==> src/rtl/inst_fetch_if.sv <==
// Instruction-memory port: fetch request, memory response and response consume strobe.
// master = fetch unit, slave = instruction memory.
interface inst_fetch_if;
  typedef struct packed {
    logic [31:0] addr;
    logic [31:0] data;
    logic [3:0]  do_read;
    logic [3:0]  do_write;
    logic        valid;
  } memory_io_req;

  typedef struct packed {
    logic        valid;
    logic [31:0] data;
  } memory_io_rsp;

  memory_io_req inst_mem_req;
  memory_io_rsp inst_mem_rsp;
  logic         inst_mem_req_ack;

  modport master (output inst_mem_req, output inst_mem_req_ack, input inst_mem_rsp);
  modport slave  (input inst_mem_req, input inst_mem_req_ack, output inst_mem_rsp);
endinterface

==> src/rtl/inst_fetch.sv <==
// Single-entry instruction fetch unit: one outstanding memory read, one buffered
// instruction toward the core, with redirect (branch/jump) flushing.
//
// state | meaning
// IDLE  | out of reset, loads fetch_pc from reset_pc (or redirect_pc)
// REQ   | request valid on the memory port for fetch_pc
// WAIT  | request accepted, waiting for the response
// FULL  | instruction buffered and presented to the core
module inst_fetch (
  input  logic        clk,
  input  logic        reset,
  input  logic [31:0] reset_pc,
  inst_fetch_if.master mem,
  output logic [31:0] instr,
  output logic [31:0] instr_pc,
  output logic        instr_valid,
  input  logic        instr_ready,
  input  logic        redirect,
  input  logic [31:0] redirect_pc
);

  typedef enum logic [1:0] {IDLE, REQ, WAIT, FULL} state_t;

  state_t      state, state_nx;
  logic [31:0] fetch_pc, fetch_pc_nx;
  logic [31:0] instr_nx, instr_pc_nx;
  logic [31:0] addr_q;
  logic        drop, drop_nx;
  logic        rsp_valid;
  logic [31:0] redirect_pc_al;

  assign rsp_valid      = mem.inst_mem_rsp.valid;
  assign redirect_pc_al = redirect_pc & 32'hFFFF_FFFC;

  always_ff @(posedge clk or negedge reset) begin
    if (!reset) begin
      state    <= IDLE;
      fetch_pc <= 32'h0;
      drop     <= 1'b0;
      instr    <= 32'h0;
      instr_pc <= 32'h0;
      addr_q   <= 32'h0;
    end else begin
      state    <= state_nx;
      fetch_pc <= fetch_pc_nx;
      drop     <= drop_nx;
      instr    <= instr_nx;
      instr_pc <= instr_pc_nx;
      if (state == REQ) addr_q <= fetch_pc;
    end
  end

  always_comb begin
    state_nx    = state;
    fetch_pc_nx = fetch_pc;
    drop_nx     = drop;
    instr_nx    = instr;
    instr_pc_nx = instr_pc;
    case (state)
      IDLE: begin
        state_nx    = REQ;
        fetch_pc_nx = redirect ? redirect_pc_al : reset_pc;
      end
      REQ: begin
        // the request already on the bus still goes out; its data is dropped later
        state_nx = WAIT;
        if (redirect) begin
          drop_nx     = 1'b1;
          fetch_pc_nx = redirect_pc_al;
        end
      end
      WAIT: begin
        if (rsp_valid) begin
          if (redirect) begin
            fetch_pc_nx = redirect_pc_al;
            drop_nx     = 1'b0;
            state_nx    = REQ;
          end else if (drop) begin
            drop_nx  = 1'b0;
            state_nx = REQ;
          end else begin
            instr_nx    = mem.inst_mem_rsp.data;
            instr_pc_nx = fetch_pc;
            fetch_pc_nx = fetch_pc + 32'd4;
            state_nx    = FULL;
          end
        end else if (redirect) begin
          drop_nx     = 1'b1;
          fetch_pc_nx = redirect_pc_al;
        end
      end
      FULL: begin
        // redirect wins over a same-cycle handshake: the buffered word is discarded
        if (redirect) begin
          fetch_pc_nx = redirect_pc_al;
          state_nx    = REQ;
        end else if (instr_ready) begin
          state_nx = REQ;
        end
      end
      default: state_nx = IDLE;
    endcase
  end

  always_comb begin
    mem.inst_mem_req.addr     = (state == REQ) ? fetch_pc : addr_q;
    mem.inst_mem_req.data     = 32'h0;
    mem.inst_mem_req.do_read  = 4'b1111;
    mem.inst_mem_req.do_write = 4'b0000;
    mem.inst_mem_req.valid    = (state == REQ);
    mem.inst_mem_req_ack      = (state == WAIT) && rsp_valid;
  end

  assign instr_valid = (state == FULL);

endmodule

==> src/flat_wrapper.sv <==
// flat-port wrapper written by rule: the top's interface ports become plain ports
module inst_fetch_flat 
  (clk, reset, reset_pc, instr, instr_pc, instr_valid, instr_ready, redirect, redirect_pc, mem_inst_mem_req, mem_inst_mem_req_ack, mem_inst_mem_rsp);
  inst_fetch_if mem_i ();
  input  logic clk;
  input  logic reset;
  input  logic [31:0] reset_pc;
  output logic [31:0] instr;
  output logic [31:0] instr_pc;
  output logic instr_valid;
  input  logic instr_ready;
  input  logic redirect;
  input  logic [31:0] redirect_pc;
  output wire logic [$bits(mem_i.inst_mem_req)-1:0] mem_inst_mem_req;
  output wire logic [$bits(mem_i.inst_mem_req_ack)-1:0] mem_inst_mem_req_ack;
  input wire logic [$bits(mem_i.inst_mem_rsp)-1:0] mem_inst_mem_rsp;
  assign mem_inst_mem_req = mem_i.inst_mem_req;
  assign mem_inst_mem_req_ack = mem_i.inst_mem_req_ack;
  assign mem_i.inst_mem_rsp = mem_inst_mem_rsp;
  inst_fetch u_core (.clk(clk), .reset(reset), .reset_pc(reset_pc), .mem(mem_i), .instr(instr), .instr_pc(instr_pc), .instr_valid(instr_valid), .instr_ready(instr_ready), .redirect(redirect), .redirect_pc(redirect_pc));
endmodule
==> config.mk <==
export PLATFORM = sky130hd
export DESIGN_NAME = inst_fetch_flat
export DESIGN_NICKNAME = d
export VERILOG_FILES = /design/src/rtl/inst_fetch_if.sv /design/src/rtl/inst_fetch.sv /design/src/flat_wrapper.sv
export SDC_FILE = /design/constraint.sdc
export NUM_CORES = 1
export LEC_CHECK = 0
export BUFFER_PORTS_ARGS = -buffer_cell sky130_fd_sc_hd__buf_2
export CORE_ASPECT_RATIO = 1.25
export CORE_UTILIZATION = 51
export CTS_CLUSTER_DIAMETER = 200
export CTS_CLUSTER_SIZE = 10
export DETAILED_ROUTE_END_ITERATION = 7
export PLACE_DENSITY_LB_ADDON = 0.1
export SYNTH_ARGS = -nofsm -noshare
export SYNTH_HDL_FRONTEND = slang
export SYNTH_SLANG_ARGS = --single-unit
==> constraint.sdc <==
create_clock -name clk -period 2.6 [get_ports clk]
set_input_delay 0.65 -clock clk [delete_from_list [all_inputs] [get_ports clk]]
set_output_delay 0.65 -clock clk [all_outputs]
set_load 0.02 [all_outputs]
After elaboration in Yosys (flattened, before gate mapping)
Index checks and enable logic that the tools add are counted.
- flip-flop bits (word level): 131
- input bits: 101
- add/sub/neg operators: 1
- reduce and logical (&&, ||, !) cells: 6
- equal/unequal tests: 6
- multiplexer cells: 16
- bitwise operators: 2
- operator list (operator ; count):
    2-to-1 mux 32 bit ; 6
    one-hot mux 32 bit (3 select lines) ; 1
    adder 32 x 3 -> 32 bit, second input constant ; 1
    2-to-1 mux 2 bit ; 5
    one-hot mux 2 bit (4 select lines) ; 1
    equality test 2 bit, second input constant ; 2
    != test 4 bit, second input constant ; 1
    AND reduction 4 bit ; 1
    != test 3 x 1 -> 1 bit, second input constant ; 1
    equality test 2 x 1 -> 1 bit, second input constant ; 1
    logical NOT 2 bit ; 1
    2-to-1 mux 1 bit ; 2
    != test 2 bit, second input constant ; 1
    NOT 1 bit ; 2
    one-hot mux 1 bit (2 select lines) ; 1
    AND reduction 2 bit ; 1
    nonzero test 2 bit ; 1
    OR reduction 2 bit ; 1
    logical AND 1 bit ; 1

Depth between registers and ports, before layout
Gate-level depths: netlist (run 1).
- depth in word-level cells: 5
- mapped depth: 9
- gate-level depth less buffers: 8

Least setup slack after synthesis (run 1)
No wires, ideal clock.
- kind: flip-flop to output port
- start: register u_core.state[1]
- end: output mem_inst_mem_req[43]
- data arrival time: 1.872 ns
- data required time: 1.950 ns
- cell stages (with the launch flop): 6
- setup slack: 0.078 ns
- path buffers: 2
- cell sequence: dfrtp_1 inv_1 ha_1 clkbuf_1 clkbuf_1 mux2_2
- word-level cells in the longest chain between the ends: 2
- RTL lines (what ; RTL line ; text):
    start, declared ; inst_fetch.sv:24 ; state_t state, state_nx;
    start signal, assigned ; inst_fetch.sv:44 ; state <= state_nx;
    equality test 2 x 1 -> 1 bit ; -- ;
    via mem_inst_mem_req[0] ; flat_wrapper.sv:14 ; output wire logic [$bits(mem_i.inst_mem_req)-1:0] mem_inst_mem_req;
    2-to-1 mux 32 bit ; inst_fetch.sv:106 ; mem.inst_mem_req.addr = (state == REQ) ? fetch_pc : addr_q;
    end, declared ; flat_wrapper.sv:14 ;
The timed path passes the listed nets, and every way through them passes these cells.

Worst setup path in the final report (run 1)
- start: register u_core.state[1]
- end: output mem_inst_mem_req[65]
- word-level cells in the longest chain between the ends: 2
- RTL lines (what ; RTL line):
    equality test 2 x 1 -> 1 bit ; inst_fetch.sv:106
    2-to-1 mux 32 bit ; inst_fetch.sv:106
No other way between the ends.

==> results of run 1 <==
## path summary, 6_finish.rpt
check / end / slack (ns) / from / cells after the start
max in group asynchronous: u_core.fetch_pc[17] / 1.74 / reset / 2
hold / removal: u_core.state[0] / 0.16 / reset / 1
hold reg to reg: u_core.instr[3] / 0.49 / u_core.instr[3] / 1
setup / recovery: mem_inst_mem_req[65] / 0.08 / u_core.state[1] / 5
setup reg to reg: u_core.fetch_pc[27] / 0.13 / u_core.state[1] / 8
min in group clk: u_core.instr[3] / 0.45 / mem_inst_mem_rsp[3] / 2
## cell usage in the layout (no fill, tap or decap), types with 8 or more instances in the layout
master,synthesis,routed
sky130_fd_sc_hd__nor2_1,21,21
sky130_fd_sc_hd__o31ai_1,9,9
sky130_fd_sc_hd__buf_4,42,40
sky130_fd_sc_hd__clkbuf_16,0,17
sky130_fd_sc_hd__a21oi_1,24,24
sky130_fd_sc_hd__nand2_1,40,40
sky130_fd_sc_hd__mux2_2,94,94
sky130_fd_sc_hd__nor3_1,20,20
sky130_fd_sc_hd__dfrtp_1,131,131
sky130_fd_sc_hd__o22ai_1,17,17
sky130_fd_sc_hd__nand3_1,14,14
sky130_fd_sc_hd__o21ai_1,9,9
sky130_fd_sc_hd__conb_1,2,40
sky130_fd_sc_hd__and3_1,13,13
sky130_fd_sc_hd__buf_2,21,196
sky130_fd_sc_hd__o221ai_1,8,8
sky130_fd_sc_hd__o21ai_0,19,19
## critical path, delay by kind of cell, from the launching register on
family	cells	cell delay [ns]
flops	1	0.42
buf+inv	3	0.46
fa+ha+maj	1	0.20
mux	1	0.36
## per-stage QoR
stage	worst slack, ns	power [mW]	area [µm²]	instances	util [%]
floorplan	0.0783	6.99	7120	684	-
detailed placement	0.167	8.91	8210	1005	61.8
global placement	0.229	8.73	8210	1005	61.8
finish	0.0787	11.4	8860	1040	66.7
CTS	0.0284	11.5	8850	1039	66.6
global route	0.0294	12.1	8860	1040	66.7
## timing repair
action / in CTS / in global routing
gates cloned: 1 / 0
buffers inserted: 1 / 1
resized for setup: 2 / 2
hold endpoints to repair: 0 / 0
setup endpoints to repair: 25 / 11
## per-layer routing
| layer | part of all wire [%] | track usage, % | wire length [µm] |
|---|---|---|---|
| met5 | 0 | 0 | 0 |
| met4 | 2.5 | 10.4 | 504 |
| met3 | 6.4 | 5.57 | 1300 |
| met2 | 51 | 51.0 | 10400 |
| met1 | 40 | 36.1 | 8020 |
## registers in the layout, summed over array words and instances (netlist names)
name,count
u_core.addr_q,32
u_core.fetch_pc,32
u_core.instr,32
u_core.state,2
u_core.instr_pc,32
u_core.drop,1
## kinds of logic (layout without fill, tap and decap cells)
logic type / after synthesis / count (layout)
AOI/OAI and AO/OA: 149 / 149
xor gates and xnor gates: 3 / 3
adders and majority gates: 6 / 6
buffers and inverters: 99 / 284
DFF: 131 / 131
muxes: 107 / 107
other: 2 / 40
and+or+nand+nor: 149 / 149
## cell type report
| cell class | count | area share [%] |
|---|---|---|
| clock inverters | 13 | 1.69 |
| inverters | 8 | 0.339 |
| flip-flops and latches | 131 | 37.0 |
| multi-input cells | 454 | 37.3 |
| clock buffers | 19 | 5.00 |
| well taps | 171 | 2.41 |
| repair buffers | 244 | 16.3 |
## power by group
| part | internal [mW] | total (mW) | switching (mW) |
|---|---|---|---|
| Combinational | 2.27 | 5.40 | 3.13 |
| Clock | 1.45 | 2.40 | 0.945 |
| Sequential | 2.96 | 3.62 | 0.664 |
==> results by stage, run 1 <==
CTS:
- Hold repair after CTS inserted 0 buffers.
- The clock passes through at most 2 buffers.
- The source-to-sink clock delay at the later pin of the worst-skew pair is 0.42 ns.
- The number of sinks driven by the clock tree is 131.
- Counting the buffers created by CTS gives 17.
- In this run the number of H-tree levels came out at 4.
- After clock tree synthesis, the clock-pin slew on the worst setup and hold paths is 0.06 ns.
- The tree is rooted in a sky130_fd_sc_hd__clkbuf_16.
- The TritonCTS clock tree is yes.

Detailed routing:
- The post-detailed-routing wire length is 20200 µm.
- The wire length per cell after detailed routing is 19.4 µm.
- The number of vias in the routed layout is 5949.
- The residual DRC count is 0.
- For this run, the detailed router's first-pass iteration total came to 5.
- After detailed routing, the number of vias per cell comes to 5.72.
- The count of nets left with antenna violations once routing finished came out at 0.
- In this run, the number of DRC markers left after iteration 0 of detailed routing was 336.

Critical path:
- The longest individual stage delay on the worst path is 0.42 ns.
- The start-to-end type of the worst setup path is reg -> out.
- The slowest stage of the critical path belongs to the cell sky130_fd_sc_hd__dfrtp_1.
- The required time reported for the critical path endpoint is 1.95 ns.
- Walking the worst path, the cells encountered are inv_2 -> ha_4 -> buf_4 -> mux2_2 -> buf_2.
- The worst setup path is captured at an output port.
- The worst path arrival time is 1.87 ns.
- The worst setup path is launched from a register.
- In this run the worst path has a maximum fanout of 7.

STA:
- Across all hold checks on the routed design, the worst slack comes to 0.159 ns.
- The transition time at the pin with the least slew margin is 0.695 ns.
- Setup violations remaining at the end of the flow were counted as 0.
- The hold violation count in the final report is 0.
- The post-route fraction of the period consumed by the critical path is 97.0%.
- The highest clock frequency the design can meet is 0.397 GHz.
- The shortest period the worst path allows is 2.52 ns.
- Adding up every negative setup slack in the final design gives 0 ns.
- Headroom to the max-slew limit came out at 53.5%.
- The count of final max-slew check failures is 0.
- The final setup skew is 0.00844 ns.
- Setup repair after global routing left no endpoint under its margin.

Run:
- The number of max-capacitance violations reported is 0.

GRT:
- Entering global routing, the biggest net connects 64 pins.
- The leftover overflow at the end of global routing is 0.
- The first-pass GRT wire length is 31800 µm.
- The initial antenna violation count is 0.
- Global routing consumed, over all layers together, 29.4% of the routing resources.
- The number of global-route vias before repair came to 6093.

Synthesis:
- The prevailing post-synth register cell is sky130_fd_sc_hd__dfrtp_1.
- The yosys synthesis warning count is 0.
- The synthesized design devotes to its leading area cell type 47.0% of total area.
- The number of flops mapped to enable cells by yosys is 0.
- After synthesis, the share of flip-flops with an asynchronous set or reset is 100%.
- The multiplexer share of the synthesized area is 17.1%.
- The share of the synthesized area in compound gates (AO/OA/AOI/OAI) is 15.0%.
- The synthesized netlist devotes 11.3% of its cell area to simple gates.
- Yosys instantiated no cell more often than sky130_fd_sc_hd__dfrtp_1.
- Ranked by total cell area, the synthesized netlist is headed by sky130_fd_sc_hd__dfrtp_1 47%, sky130_fd_sc_hd__mux2_2 15%, sky130_fd_sc_hd__buf_4 4.5%.
- The area of the mapped netlist is 6980 µm².
- Of the total synthesized cell area, the portion taken by XOR and XNOR cells is 0.377%.
- The synthesized netlist cell count is 646.
- A synthesized cell averages 10.8 µm².
- Summed over all instances, the cell type with the most area after synthesis is sky130_fd_sc_hd__dfrtp_1.
- Summing the sequential cell areas from Yosys gives 47.0% of the chip area.
- After Yosys synthesis, full adders, half adders and majority gates account for 1.08% of the synthesized area.
- By count the netlist is led by 131 x sky130_fd_sc_hd__dfrtp_1, 94 x sky130_fd_sc_hd__mux2_2, 42 x sky130_fd_sc_hd__buf_4, 40 x sky130_fd_sc_hd__nand2_1, 26 x sky130_fd_sc_hd__clkbuf_1.
- The number of different library cells used by synthesis comes to 77.
- After synthesis, the largest family of logic cells by area is multiplexers.
- The synthesized design contains 131 register bits.

Floorplanning:
- The floorplan has 47 rows.
- The area of the die is 14200 µm².
- The floorplan step set the die width to 107 µm.
- The initial utilization of the core area, before any placement, comes to 52.5%.
- The area of the placeable core is 13300 µm².
- Pin placement for this block handled 240 I/O pins.
- The die height is 133 µm.

Placed design:
- The routability congestion estimate from global placement is 0.905.
- The detailed-placement wirelength estimate is 14700 µm.
- The number of buffers inserted by port buffering is 197.

Finish:
- The number of filler cells placed in the layout is 1098.
- In the final layout, the share of cells above drive strength 1 is 44.4%.
- The area growth from synthesis to layout is 27.0%.
- Registers take 3280 µm².
- The number of nets in the layout is 963.
- The multi-input combinational cells in the finished layout cover a total of 3300 µm².
- The final antenna diode count is 0.

Min path:
- The tightest min-delay check is of the in -> async type.

Power and ir drop:
- For this design the ratio of total power to cell area is 1290 nW/µm².
- In this run the static leakage power is 4.42 nW.
- Across the VDD grid, the largest voltage drop is 0.849 mV.

Status:
- The flow ran to the end, and the final reports show no timing, DRC or antenna violations.
Power figures use the tool's default switching activity.
==> run 2, diff against run 1 <==
- CORE_MARGIN: default -> 3
==> results by stage, run 2 (same netlist as run 1, synthesis figures left out) <==
Finish:
- The final antenna diode count is 0.
- At the end of the flow the core is filled with cells to 66.4%.
- The area growth from synthesis to final layout is 26.5%.
- The number of nets in the layout is 959.
- The post-route netlist has 43.9% of its cells at a drive strength greater than 1.
- In the layout the commonest cells are 196 x sky130_fd_sc_hd__buf_2, 131 x sky130_fd_sc_hd__dfrtp_1, 94 x sky130_fd_sc_hd__mux2_2, 40 x sky130_fd_sc_hd__nand2_1, 40 x sky130_fd_sc_hd__conb_1.
- Leaving out fill and tap cells, the most frequent cell in the layout is sky130_fd_sc_hd__buf_2.
- The finished layout holds 1034 standard cells, fillers aside.

Detailed routing:
- The detailed router's first-iteration violation count is 347.
- Dividing the detail-routed wire length by the instance count gives 19.5 µm.
- After detailed routing, the number of vias per cell comes to 5.76.
- The detailed-routing iteration count for the pre-antenna-repair pass is 5.
- After detailed routing, the total wire length is 20100 µm.
- The number of vias in the routed layout is 5956.
- The residual DRC count is 0.
- The remaining antenna violation count after routing is 0.

Placed design:
- The detailed-placement wirelength estimate is 14800 µm.
- Buffers placed on the I/O ports in this run total 197.
- The routability congestion estimate from global placement is 0.930.
- The cell count after placement is 1003.

Power and ir drop:
- For this design the ratio of total power to cell area is 1290 nW/µm².
- Sequential cells burn 32.1% of the power.
- The static power due to leakage is 4.41 nW.
- The fraction of power spent switching nets is 40.9%.
- The part of the total power dissipated in combinational logic is 47.0%.
- Cell internal power was estimated by the tool at 6.71 mW.
- VDD sags by at most 0.785 mV.
- The total net switching power is 4.64 mW.
- The portion of total power attributed to the clock network is 20.9%.

CTS:
- The number of sinks driven by the clock tree is 131.
- The total CTS buffers is 17.
- The root buffer cell is sky130_fd_sc_hd__clkbuf_16.
- The source-to-sink clock delay at the later pin of the worst-skew pair is 0.42 ns.
- The TritonCTS clock tree is yes.
- The clock passes through at most 2 buffers.
- The clock transition at the registers of the reported paths is 0.06 ns.
- CTS built an H-tree with a depth of 4.

Floorplanning:
- The die width is 111 µm.
- The initial standard-cell utilization of the core is 52.5%.
- The area of the die is 15100 µm².
- The die height is 137 µm.
- The area of the placeable core is 13300 µm².
- In this run the count of I/O pins placed on the die edge is 240.
- In this run the core area contains 47 standard-cell rows.

Critical path:
- At the worst endpoint, the required time is 1.95 ns.
- At the worst endpoint, the arrival time is 1.90 ns.
- The startpoint kind of the worst setup timing path is a register.
- The type of destination of the critical path is an output port.
- The highest net fanout along the worst path is 19.
- The worst setup path is of the reg -> out kind.
- Setup slack on the worst reg-to-reg path comes out at 0.25 ns.

STA:
- Setup repair after global routing could not meet its margin everywhere.
- The transition time at the pin with the least slew margin is 0.547 ns.
- The final setup skew is 0.00987 ns.
- The hold violation count in the final report is 0.
- The post-route fraction of the period consumed by the critical path is 98.0%.
- Setup violations remaining at the end of the flow were counted as 0.
- The count of final max-slew check failures is 0.
- Hold timing on the final database bottoms out at a slack of 0.0304 ns.
- The highest clock frequency the design can meet is 0.392 GHz.
- The worst relative slew slack is 63.3%.
- The shortest period the worst path allows is 2.55 ns.

GRT:
- The number of global-route vias before repair is 6168.
- The initial antenna violation count is 0.
- Global routing finished with a remaining overflow of 0.
- The first global-routing pass estimated 31800 µm of wire.
- Entering global routing, the biggest net connects 74 pins.
- Global routing used 26.3% of the available tracks across all layers.

Min path:
- The worst hold path belongs to the class in -> async.

Run:
- Across the run, the number of max-cap violations was 0.

Status:
- The run finished with clean final reports.
-- run 2: cell types whose count changed in the layout (fill, tap and decap cells not counted), moves of 2 or more --
cell and delta:
sky130_fd_sc_hd__buf_4 -5, sky130_fd_sc_hd__clkbuf_8 +3, sky130_fd_sc_hd__clkinvlp_4 -3, sky130_fd_sc_hd__inv_6 -2
-- run 2: final timing paths --
kind                                       from                    to  depth (start not counted)
worst max register to register  u_core.state[0]   u_core.fetch_pc[10]                          9
worst max-delay path            u_core.state[1]  mem_inst_mem_req[55]                          5
worst min-delay path                      reset   u_core.instr_pc[30]                          1
worst min register to register  u_core.instr[4]       u_core.instr[4]                          1
min in group clk                    reset_pc[1]    u_core.fetch_pc[1]                          2
max in group asynchronous                 reset   u_core.fetch_pc[12]                          2
-- run 2: worst max-delay path, cell delays in order (launching register included) --
cell and delay (ns):
sky130_fd_sc_hd__dfrtp_1 0.43, sky130_fd_sc_hd__inv_2 0.12, sky130_fd_sc_hd__ha_4 0.20, sky130_fd_sc_hd__buf_12 0.17, sky130_fd_sc_hd__mux2_2 0.36, sky130_fd_sc_hd__buf_2 0.17
-- run 2: metrics by stage --
stage                     power, mW  worst slack [ns]  setup TNS [ns]  instance area [µm²]
after floorplan                6.99            0.0783               0                 7120
after global placement         8.77             0.343               0                 8210
after detailed placement       8.95             0.205               0                 8210
after CTS                      11.4            0.0151               0                 8810
after global routing           12.0           -0.0431         -0.0431                 8820
final                          11.3            0.0516               0                 8820
-- run 2: power groups by stage --
| stage | Sequential [mW] | Clock, mW | Combinational (mW) |
|---|---|---|---|
| after global routing | 3.78 | 2.51 | 5.74 |
| final | 3.64 | 2.37 | 5.33 |
| after detailed placement | 3.66 | 0 | 5.29 |
| after CTS | 3.64 | 2.41 | 5.34 |
| after floorplan | 3.96 | 0 | 3.03 |
| after global placement | 3.59 | 0 | 5.18 |
-- run 2: area by class of cell --
type / instances / area, µm²
fillers: 1099 / 4470
multi-input cells: 454 / 3300
flip-flops and latches: 131 / 3280
repair buffers: 240 / 1410
clock buffers: 23 / 488
well taps: 171 / 214
clock inverters: 7 / 98.8
inverters: 8 / 30.0
-- run 2: per-layer routing --
layer	up-vias	global-route usage [%]	share of wire [%]
met5	-	0	0
met4	0	10.5	2.6
met3	45	6.81	6.5
met2	259	45.6	51
met1	2931	31.4	40
li1	2721	-	-
-- run 2: timing repair --
item | in CTS | in global routing
pin swaps | 0 | 0
resized for setup | 4 | 1
hold buffers | 0 | 0
setup endpoints to repair | 33 | 32
buffers inserted | 0 | 1
==> run 3, diff against run 2 <==
--- a/config.mk
+++ b/config.mk
@@ -13,5 +13,5 @@
 export CTS_CLUSTER_SIZE = 10
 export DETAILED_ROUTE_END_ITERATION = 7
-export PLACE_DENSITY_LB_ADDON = 0.1
+export PLACE_DENSITY = 0.89
 export SYNTH_ARGS = -nofsm -noshare
 export SYNTH_HDL_FRONTEND = slang
==> constraint.sdc (replaced) <==
create_clock -name clk -period 2.6 [get_ports clk]
set_input_delay 0.26 -clock clk [delete_from_list [all_inputs] [get_ports clk]]
set_output_delay 0.26 -clock clk [all_outputs]
set_load 0.02 [all_outputs]
==> results by stage, run 3 (same netlist as run 1, synthesis figures left out) <==
STA:
- Setup repair after global routing left no endpoint under its margin.
- The worst path uses 96.3% of the clock period.
- The clock period could shrink to 2.50 ns.
- The total negative slack for setup checks is 0 ns.
- The worst path meets setup with 0.0955 ns of slack.
- The worst relative slew slack is 51.0%.
- The hold violation count in the final report was 0.
- The count of final max-slew check failures is 0.
- The highest clock frequency the design can meet is 0.399 GHz.
- The count of endpoints failing setup in the final report is 0.
- For the pin with the worst max-slew slack, the measured transition is 0.728 ns.
- The final setup skew is 0.0107 ns.

Finish:
- 0 antenna diodes ended up in the layout.
- The finished cells cover 8730 µm².
- In the final layout, the share of cells above drive strength 1 is 43.3%.
- The top cell types in the final layout, fill and taps aside, are 196 x sky130_fd_sc_hd__buf_2, 131 x sky130_fd_sc_hd__dfrtp_1, 94 x sky130_fd_sc_hd__mux2_2, 40 x sky130_fd_sc_hd__nand2_1, 40 x sky130_fd_sc_hd__conb_1.
- Relative to the synthesized area, the layout overhead comes to 25.2%.
- The most common cell after layout, fill and taps aside is sky130_fd_sc_hd__buf_2.
- Leaving out filler cells and counting taps, the final layout contains 1026.
- The net count of the finished layout is 949.

CTS:
- TritonCTS built the clock tree.
- The H-tree level count is 4.
- In this run the clock root is driven by a sky130_fd_sc_hd__clkbuf_16.
- Clock tree synthesis inserted a total of 17 buffers.
- The clock drives 131 sinks.
- For the worst-skew pair, the clock arrives at the later sink with an insertion delay of 0.41 ns.
- In this run the deepest clock path goes through 2 buffers.
- Post-CTS timing repair inserted 0 buffers for setup.
- The clock transition at the registers of the reported paths is 0.06 ns.

Detailed routing:
- For this run, design rule violations remaining after detail routing come to 0.
- After detailed routing, the average wire length per cell comes to 19.5 µm.
- The number of vias in the routed layout is 6090.
- The detailed router's first-iteration violation count is 544.
- The post-detailed-routing wire length is 20000 µm.
- The first detailed-routing pass ran for 5 iterations.
- The remaining antenna violation count after routing is 0.
- The detail-routed via count per cell is 5.94.

Placed design:
- The pre-CTS setup slack is 0.310 ns.
- The post-place instance area is 8100 µm².
- At the end of routability-driven placement, the weighted congestion stood at 0.980.
- Including well taps, the total number of placed cells is 993.
- Input and output buffers added on the ports amount to 197.
- The detailed-placement wirelength estimate is 14200 µm.

GRT:
- The initial antenna violation count is 0.
- Entering global routing, the biggest net connects 66 pins.
- The first global-routing pass estimated 30900 µm of wire.
- Across every metal layer, demand over resource in global routing totals 25.7%.
- The number of global-route vias before repair is 5829.
- The leftover overflow at the end of global routing is 0.

Floorplanning:
- The area of the placeable core is 13300 µm².
- In this run the horizontal extent of the chip is 111 µm.
- The die height is 137 µm.
- The area of the die is 15100 µm².
- The number of placement rows is 47.
- The initial standard-cell utilization of the core is 52.5%.
- The top-level I/O count is 240.

Critical path:
- Walking the worst path, the cells encountered are inv_1 -> ha_2 -> buf_4 -> buf_6 -> mux2_2 -> buf_2.
- STA classifies the critical path endpoint as an output port.
- The critical path is of the reg -> out type.
- The number of cells on the worst reg-to-reg path is 8.
- Along the worst path, the maximum fanout reaches 28.
- The largest single stage delay on the critical path is 0.41 ns.
- At the worst endpoint, the arrival time is 2.24 ns.
- The required time reported for the critical path endpoint is 2.34 ns.
- The worst setup path is launched from a register.
- The slowest stage of the critical path is the sky130_fd_sc_hd__mux2_2 cell.

Power and ir drop:
- The analysis attributes to cell leakage a power of 4.35 nW.
- The maximum ir drop on the vdd rail is 0.647 mV.
- The ratio of total power to cell area is 1300 nW/µm².

Run:
- The number of max-capacitance violations reported is 0.

Status:
- The flow ran to the end, and the final reports show no timing, DRC or antenna violations.

Min path:
- The tightest min-delay check is of the in -> reg type.
- The worst hold path stage count is 2.
-- run 3: path summary, 6_finish.rpt --
kind | start | slack [ns] | to
setup / recovery | u_core.state[1] | 0.1 | mem_inst_mem_req[62]
hold / removal | mem_inst_mem_rsp[4] | 0.07 | u_core.instr[4]
setup reg to reg | u_core.state[0] | 0.29 | u_core.fetch_pc[17]
hold reg to reg | u_core.instr[4] | 0.48 | u_core.instr[4]
max in group asynchronous | reset | 1.44 | u_core.addr_q[2]
min in group asynchronous | reset | 0.40 | u_core.instr[22]
-- run 3: cell type report --
cell class | instances | area (µm²)
fill | 1081 | 4560
multi-input combinational | 454 | 3290
sequential | 131 | 3280
timing repair buffer | 230 | 1300
clock buffer | 17 | 425
tap | 171 | 214
clock inverter | 15 | 195
inverter | 8 | 30.0
-- run 3: critical path: cells and delay by family, from the launching register on --
kind | cells | cell delay, ns
buf+inv | 4 | 0.83
flops | 1 | 0.39
mux | 1 | 0.41
fa+ha+maj | 1 | 0.20
-- run 3: layer usage --
metal | track usage (%) | part of all wire (%) | routed length (µm)
met1 | 30.7 | 37 | 7470
met2 | 44.6 | 51 | 10200
met3 | 5.53 | 7.7 | 1540
met4 | 12.2 | 3.7 | 731
met5 | 0 | 0 | 0
-- run 3: per-stage QoR --
stage / util, % / total power, mW / hold slack (ns)
6_report: 65.7 / 11.3 / 0.0726
5_1_grt: 65.7 / 11.9 / 0.0561
4_1_cts: 65.7 / 11.3 / 0.0542
3_5_place_dp: 60.9 / 8.75 / 0.286
3_3_place_gp: 60.9 / 8.56 / 0.288
2_1_floorplan: - / 6.99 / -0.0356
-- run 3: where the power goes --
part	leakage, nW	total, mW	switching (mW)	internal, mW
Clock	0.297	2.54	0.996	1.54
Combinational	2.37	5.09	3.00	2.09
Sequential	1.69	3.69	0.739	2.95
Total	4.35	11.3	4.74	6.59
-- run 3: repair_timing --
action	CTS	global route
hold endpoints to repair	63	0
hold buffers	1	0
setup endpoints to repair	23	0
gates resized for setup	1	0
